### config.mk
export PLATFORM = sky130hd
export DESIGN_NAME = reg_vec_rr_writer_flat
export DESIGN_NICKNAME = d
export VERILOG_FILES = /design/src/rtl/reg_vec_rr_writer_pkg.sv /design/src/rtl/reg_vec_rr_writer_if.sv /design/src/rtl/reg_vec_rr_writer_arb.sv /design/src/rtl/reg_vec_rr_writer.sv /design/src/flat_wrapper.sv
export SDC_FILE = /design/constraint.sdc
export NUM_CORES = 1
export LEC_CHECK = 0
export CORE_MARGIN = 1
export CORE_UTILIZATION = 40
export DETAILED_ROUTE_END_ITERATION = 10
export GPL_ROUTABILITY_DRIVEN = 0
export GPL_TIMING_DRIVEN = 0
export PLACE_DENSITY_LB_ADDON = 0.2
export SLEW_MARGIN = 20
export SYNTH_ARGS = -nofsm -noshare
export SYNTH_HDL_FRONTEND = slang
export SYNTH_SLANG_ARGS = --single-unit
### constraint.sdc
create_clock -name clk -period 2.56 [get_ports clk]
set_input_delay 0.512 -clock clk [delete_from_list [all_inputs] [get_ports clk]]
set_output_delay 0.512 -clock clk [all_outputs]
set_load 0.05 [all_outputs]
### src/rtl/reg_vec_rr_writer_pkg.sv
// Shared constants and types for the round-robin register-vector writer.
package reg_vec_pkg;

    localparam int N_REQ = 3;
    localparam int DEPTH = 3;
    localparam int WIDTH = 3;
    localparam int IDX_W = 2;

    typedef logic [IDX_W-1:0] grant_id_t;
    typedef logic [WIDTH-1:0] data_t;

    // Pointer advances to the requester after the one just granted.
    function automatic grant_id_t next_ptr(input grant_id_t g);
        if (int'(g) >= N_REQ - 1) begin
            return '0;
        end
        return grant_id_t'(g + 1'b1);
    endfunction

endpackage

### src/rtl/reg_vec_rr_writer_if.sv
// Write-request bundle for the three requesters sharing the register vector.
interface reg_vec_rr_writer_if;
    import reg_vec_pkg::*;

    logic      req_valid_0;
    grant_id_t req_idx_0;
    data_t     req_data_0;
    logic      req_ready_0;

    logic      req_valid_1;
    grant_id_t req_idx_1;
    data_t     req_data_1;
    logic      req_ready_1;

    logic      req_valid_2;
    grant_id_t req_idx_2;
    data_t     req_data_2;
    logic      req_ready_2;

    modport master (
        output req_valid_0, req_idx_0, req_data_0,
        output req_valid_1, req_idx_1, req_data_1,
        output req_valid_2, req_idx_2, req_data_2,
        input  req_ready_0, req_ready_1, req_ready_2
    );

    modport slave (
        input  req_valid_0, req_idx_0, req_data_0,
        input  req_valid_1, req_idx_1, req_data_1,
        input  req_valid_2, req_idx_2, req_data_2,
        output req_ready_0, req_ready_1, req_ready_2
    );

endinterface

### src/rtl/reg_vec_rr_writer_arb.sv
// Combinational rotating-priority arbiter; the pointer register lives in the parent.
module rr_arbiter
    import reg_vec_pkg::*;
(
    input  logic [N_REQ-1:0] valid,
    input  grant_id_t        ptr,
    output logic [N_REQ-1:0] gnt,
    output grant_id_t        gnt_id,
    output logic             any_grant
);

    int unsigned cand;

    // Scan ptr, ptr+1, ... modulo N_REQ; the first valid requester wins.
    always_comb begin
        gnt       = '0;
        gnt_id    = '0;
        any_grant = 1'b0;
        cand      = 0;
        for (int unsigned i = 0; i < N_REQ; i++) begin
            cand = (32'(ptr) + i) % N_REQ;
            if (!any_grant && valid[cand]) begin
                gnt[cand] = 1'b1;
                gnt_id    = grant_id_t'(cand);
                any_grant = 1'b1;
            end
        end
    end

endmodule

### src/rtl/reg_vec_rr_writer.sv
// Round-robin write controller: one granted write per cycle into a small register vector.
module reg_vec_rr_writer
    import reg_vec_pkg::*;
(
    input  logic                 clk,
    input  logic                 reset,
    reg_vec_rr_writer_if.slave   req,
    input  logic                 clr_err,
    output data_t                out_0,
    output data_t                out_1,
    output data_t                out_2,
    output logic                 out_vld_0,
    output logic                 out_vld_1,
    output logic                 out_vld_2,
    output grant_id_t            last_grant,
    output logic                 err
);

    logic [N_REQ-1:0] valid_vec;
    logic [N_REQ-1:0] gnt;
    grant_id_t        gnt_id;
    logic             any_grant;
    grant_id_t        idx_vec  [N_REQ];
    data_t            data_vec [N_REQ];
    grant_id_t        sel_idx;
    data_t            sel_data;
    logic             wr_ok;
    logic             wr_bad;

    data_t            entry_q [DEPTH];
    data_t            entry_d [DEPTH];
    logic [DEPTH-1:0] vld_q, vld_d;
    grant_id_t        ptr_q, ptr_d;
    grant_id_t        last_grant_q, last_grant_d;
    logic             err_q, err_d;

    // Reset masks requests so no handshake completes while it is high.
    assign valid_vec = {req.req_valid_2, req.req_valid_1, req.req_valid_0} & {N_REQ{~reset}};

    assign idx_vec[0]  = req.req_idx_0;
    assign idx_vec[1]  = req.req_idx_1;
    assign idx_vec[2]  = req.req_idx_2;
    assign data_vec[0] = req.req_data_0;
    assign data_vec[1] = req.req_data_1;
    assign data_vec[2] = req.req_data_2;

    rr_arbiter u_arb (
        .valid     (valid_vec),
        .ptr       (ptr_q),
        .gnt       (gnt),
        .gnt_id    (gnt_id),
        .any_grant (any_grant)
    );

    assign req.req_ready_0 = gnt[0];
    assign req.req_ready_1 = gnt[1];
    assign req.req_ready_2 = gnt[2];

    always_comb begin
        sel_idx  = '0;
        sel_data = '0;
        for (int unsigned k = 0; k < N_REQ; k++) begin
            if (gnt[k]) begin
                sel_idx  = idx_vec[k];
                sel_data = data_vec[k];
            end
        end
    end

    assign wr_ok  = any_grant && (32'(sel_idx) <  32'(DEPTH));
    assign wr_bad = any_grant && (32'(sel_idx) >= 32'(DEPTH));

    always_comb begin
        entry_d      = entry_q;
        vld_d        = vld_q;
        ptr_d        = ptr_q;
        last_grant_d = last_grant_q;
        err_d        = err_q;
        if (any_grant) begin
            ptr_d        = next_ptr(gnt_id);
            last_grant_d = gnt_id;
        end
        for (int unsigned j = 0; j < DEPTH; j++) begin
            if (wr_ok && (32'(sel_idx) == j)) begin
                entry_d[j] = sel_data;
                vld_d[j]   = 1'b1;
            end
        end
        // A new bad write outranks a clear in the same cycle.
        if (wr_bad) begin
            err_d = 1'b1;
        end else if (clr_err) begin
            err_d = 1'b0;
        end
    end

    always_ff @(posedge clk) begin
        if (reset) begin
            entry_q      <= '{default: '0};
            vld_q        <= '0;
            ptr_q        <= '0;
            last_grant_q <= '0;
            err_q        <= 1'b0;
        end else begin
            entry_q      <= entry_d;
            vld_q        <= vld_d;
            ptr_q        <= ptr_d;
            last_grant_q <= last_grant_d;
            err_q        <= err_d;
        end
    end

    assign out_0      = entry_q[0];
    assign out_1      = entry_q[1];
    assign out_2      = entry_q[2];
    assign out_vld_0  = vld_q[0];
    assign out_vld_1  = vld_q[1];
    assign out_vld_2  = vld_q[2];
    assign last_grant = last_grant_q;
    assign err        = err_q;

endmodule

### src/flat_wrapper.sv
// flat-port wrapper written by rule: the top's interface ports become plain ports
module reg_vec_rr_writer_flat import reg_vec_pkg::*;
  (clk, reset, clr_err, out_0, out_1, out_2, out_vld_0, out_vld_1, out_vld_2, last_grant, err, req_req_valid_0, req_req_idx_0, req_req_data_0, req_req_valid_1, req_req_idx_1, req_req_data_1, req_req_valid_2, req_req_idx_2, req_req_data_2, req_req_ready_0, req_req_ready_1, req_req_ready_2);
  reg_vec_rr_writer_if req_i ();
  input  logic clk;
  input  logic reset;
  input  logic clr_err;
  output data_t out_0;
  output data_t out_1;
  output data_t out_2;
  output logic out_vld_0;
  output logic out_vld_1;
  output logic out_vld_2;
  output grant_id_t last_grant;
  output logic err;
  input wire logic [$bits(req_i.req_valid_0)-1:0] req_req_valid_0;
  input wire logic [$bits(req_i.req_idx_0)-1:0] req_req_idx_0;
  input wire logic [$bits(req_i.req_data_0)-1:0] req_req_data_0;
  input wire logic [$bits(req_i.req_valid_1)-1:0] req_req_valid_1;
  input wire logic [$bits(req_i.req_idx_1)-1:0] req_req_idx_1;
  input wire logic [$bits(req_i.req_data_1)-1:0] req_req_data_1;
  input wire logic [$bits(req_i.req_valid_2)-1:0] req_req_valid_2;
  input wire logic [$bits(req_i.req_idx_2)-1:0] req_req_idx_2;
  input wire logic [$bits(req_i.req_data_2)-1:0] req_req_data_2;
  output wire logic [$bits(req_i.req_ready_0)-1:0] req_req_ready_0;
  output wire logic [$bits(req_i.req_ready_1)-1:0] req_req_ready_1;
  output wire logic [$bits(req_i.req_ready_2)-1:0] req_req_ready_2;
  assign req_i.req_valid_0 = req_req_valid_0;
  assign req_i.req_idx_0 = req_req_idx_0;
  assign req_i.req_data_0 = req_req_data_0;
  assign req_i.req_valid_1 = req_req_valid_1;
  assign req_i.req_idx_1 = req_req_idx_1;
  assign req_i.req_data_1 = req_req_data_1;
  assign req_i.req_valid_2 = req_req_valid_2;
  assign req_i.req_idx_2 = req_req_idx_2;
  assign req_i.req_data_2 = req_req_data_2;
  assign req_req_ready_0 = req_i.req_ready_0;
  assign req_req_ready_1 = req_i.req_ready_1;
  assign req_req_ready_2 = req_i.req_ready_2;
  reg_vec_rr_writer u_core (.clk(clk), .reset(reset), .req(req_i), .clr_err(clr_err), .out_0(out_0), .out_1(out_1), .out_2(out_2), .out_vld_0(out_vld_0), .out_vld_1(out_vld_1), .out_vld_2(out_vld_2), .last_grant(last_grant), .err(err));
endmodule
==> flow_summary.yaml <==
floorplan:
  io_pins: 39
  fp-row-count: 19
  core_sq_um: 2730
  start_util: 0.418
  die_w_um: 55.5
  chipHeight_um: 55.5
  dieArea_sq_um: 3080
synth:
  ys_types: 44
  synth_common_cells: "19 x nand2_1, 17 x dfxtp_1, 13 x a21oi_1, 13 x mux2i_1, 9 x inv_1"
  yosysMostFrequentCell: "nand2_1"
  avgSynthCellArea_sq_um: 8.41
  netlist_area_sq_um: 1140
  ys_top_cells_by_area: "dfxtp_1 30%, mux2i_1 11%, nand2_1 6.2%"
  yosys.area_share.simple: 0.230
  ys.flop_type: "dfxtp_1"
  synth-compound-area-share: 0.224
  syn_inst: 136
  ys_warn_count: 0
  synth.top_cell.area_share: 0.298
  synth.net_count: 161
  yosys.area_share.adder: 0.0438
  ys_seq_area_frac: 0.298
  synth_top_family_by_area: "simple AND/OR/NAND/NOR gates"
  synthArstFlopShare: 0
  yosys-mux-area-fraction: 0.124
  synth_edf_count: 0
  synth_seq_cells: 17
  yosysTopAreaCell: "dfxtp_1"
  synth-xor-area-share: 0
timing:
  hold_viol_final: 0
  fin_crit_sh: 1.03
  rsz0062_at_grt: "yes"
  worstMarginPinSlew_ns: 0.767
  layout_setup_ws_ns: -0.0770
  tns_ns: -0.212
  relSlewSlack: 0.484
  setup_violations: 7
  drv_slew: 0
  finalCriticalPeriod_ns: 2.64
  skew_ns: 0.00142
  hold-worst-slack_ns: 0.460
  max_freq_ghz: 0.379
power_and_ir_drop:
  power.density_nw_per_um2: 1230
  clkPwrFrac: 0.061
  cell_internal_pwr_mw: 1.23
  p_sw_mw: 1.05
  p_leak_nw: 0.745
  peakVddDrop_mv: 0.847
  seqPwrFrac: 0.175
  netSwitchingFraction: 0.460
  combPwrFrac: 0.764
cells_and_area:
  drive_above_1_share: 0.281
  synthToLayoutAreaGrowth_pct: 62.6
  final_area_sq_um: 1860
  fin_util: 0.680
  nets: 218
  diodes: 0
  final_cells: 223
routing:
  drc_errors: 0
  drt_first_pass_iters: 4
  num_vias: 1193
  wl_per_cell_um: 14.3
  finalWirelength_mm: 3.20
  ant_nets: 0
  viasPerCell: 5.35
  drtIter0Drc: 25
cts:
  clockBufferDepth: 2
  cts.hold.buffers_added: 0
  clkTransAtPathRegs_ns: 0.09
  cts_tree: "yes"
  clock_latency_ns: 0.28
  cts_root_buf: "clkbuf_4"
  clock_sinks: 17
  h-tree-depth: 1
  cts_made_buffers: 3
job:
  maxCapViolations: 0
worst_setup_path:
  worst-r2r-setup-slack_ns: -0.03
  r2r_cells: 12
  critPathMaxFanout: 7
  worstReg2RegStart: "u_core.ptr_q[0]"
  cp-start-kind: "flop"
  crit_path_end_kind: "primary output"
  startpoint: "u_core.ptr_q[0]"
  cp.arrival_ns: 2.12
  path_class: "reg -> out"
  endpoint: "req_req_ready_1"
  reg2reg_to: "u_core.out_1[1]"
  cp.required_ns: 2.05
grt:
  grt_max_degree: 11
  grt-ovfl-total: 0
  grt_pass1_vias: 1153
  grt_pass1_wl_mm: 5.17
  grt_antenna_before_repair: 0
  grt_usage: 0.210
placement:
  place_area_sq_um: 1610
  hpwl_mm: 2.15
  port_buffers: 38
  place_inst: 205
min_path:
  hp-class: "reg -> reg"
  min_from: "u_core.last_grant[0]"
run_status:
  violations: "setup timing"
  status: "complete, but fails checks"
how the worst min path moves through the flow:
stage	end	cells after the start
global route	u_core.out_1[2]	2
finish	u_core.last_grant[0]	2
detailed placement	u_core.out_2[1]	2
floorplan	u_core.ptr_q[1]	2
global placement	u_core.out_2[0]	2
CTS	u_core.last_grant[0]	2
logic make-up after synthesis:
logic type | Yosys count
AOI/OAI and AO/OA | 34
adders and majority gates | 4
buffers and inverters | 17
DFF | 17
muxes | 14
and+or+nand+nor | 50
power groups by stage:
| stage | combinational, mW | clock [mW] | sequential (mW) |
|---|---|---|---|
| 2_1_floorplan | 0.833 | 0 | 0.638 |
| 3_3_place_gp | 1.38 | 0 | 0.400 |
| 3_5_place_dp | 1.40 | 0 | 0.402 |
| 4_1_cts | 1.64 | 0.142 | 0.399 |
| 5_1_grt | 1.83 | 0.156 | 0.408 |
| 6_report | 1.74 | 0.139 | 0.398 |
state kept, by name, summed over array words and instances (netlist names):
| register | cells |
|---|---|
| u_core.err | 1 |
| u_core.last_grant | 2 |
| u_core.out_0 | 3 |
| u_core.out_1 | 3 |
| u_core.out_2 | 3 |
| u_core.ptr_q | 2 |
| u_core.vld_q | 3 |
cell usage in the layout, fill, tap and decap left out, types with 3 or more instances in the layout:
cell type and instances:
nor2_1 5, dlygate4sd2_1 4, a21oi_1 12, mux2i_1 10, dfxtp_1 15, clkbuf_4 4
o21a_1 3, and3_2 3, o21ai_0 3, clkdlybuf4s50_1 31, buf_4 13, buf_6 7
a221o_1 3, inv_1 8, nand2_1 19
routing by layer:
metal | vias up | global-route usage | routed length [um]
li1 | 594 | - | -
met1 | 549 | 0.256 | 1420
met2 | 42 | 0.351 | 1550
met3 | 8 | 0.0585 | 150
met4 | 0 | 0.0786 | 74
met5 | - | 0 | 0
critical path, cell delays in order, from the launching register on:
cell	delay, ns
dfxtp_2	0.34
inv_2	0.05
ha_4	0.30
mux2i_4	0.25
o211ai_1	0.11
o31a_1	0.24
or2_1	0.22
buf_6	0.15
clkinv_8	0.05
buf_12	0.12
stage by stage:
stage / total power, mW / worst slack (ns)
after CTS: 2.18 / -0.0731
after floorplan: 1.47 / 0.00717
after global routing: 2.40 / -0.191
after detailed placement: 1.81 / -0.969
final: 2.28 / -0.0770
after global placement: 1.78 / -0.901
repair_timing:
item                                    4_1_cts  5_1_grt
setup buffers                                13        2
pin swaps                                     8        3
endpoints found under the setup margin       16       16
gates resized for setup                      47        8
final cells by class:
class                   instances  area, sq um
fillers                       211          875
multi-input cells             102          831
repair buffers                 53          512
flip-flops and latches         17          345
plain buffers                   6         56.3
inverters                      10         50.0
well taps                      31         38.8
clock buffers                   4         26.3
Note: power is estimated with default switching activity, not from simulation.
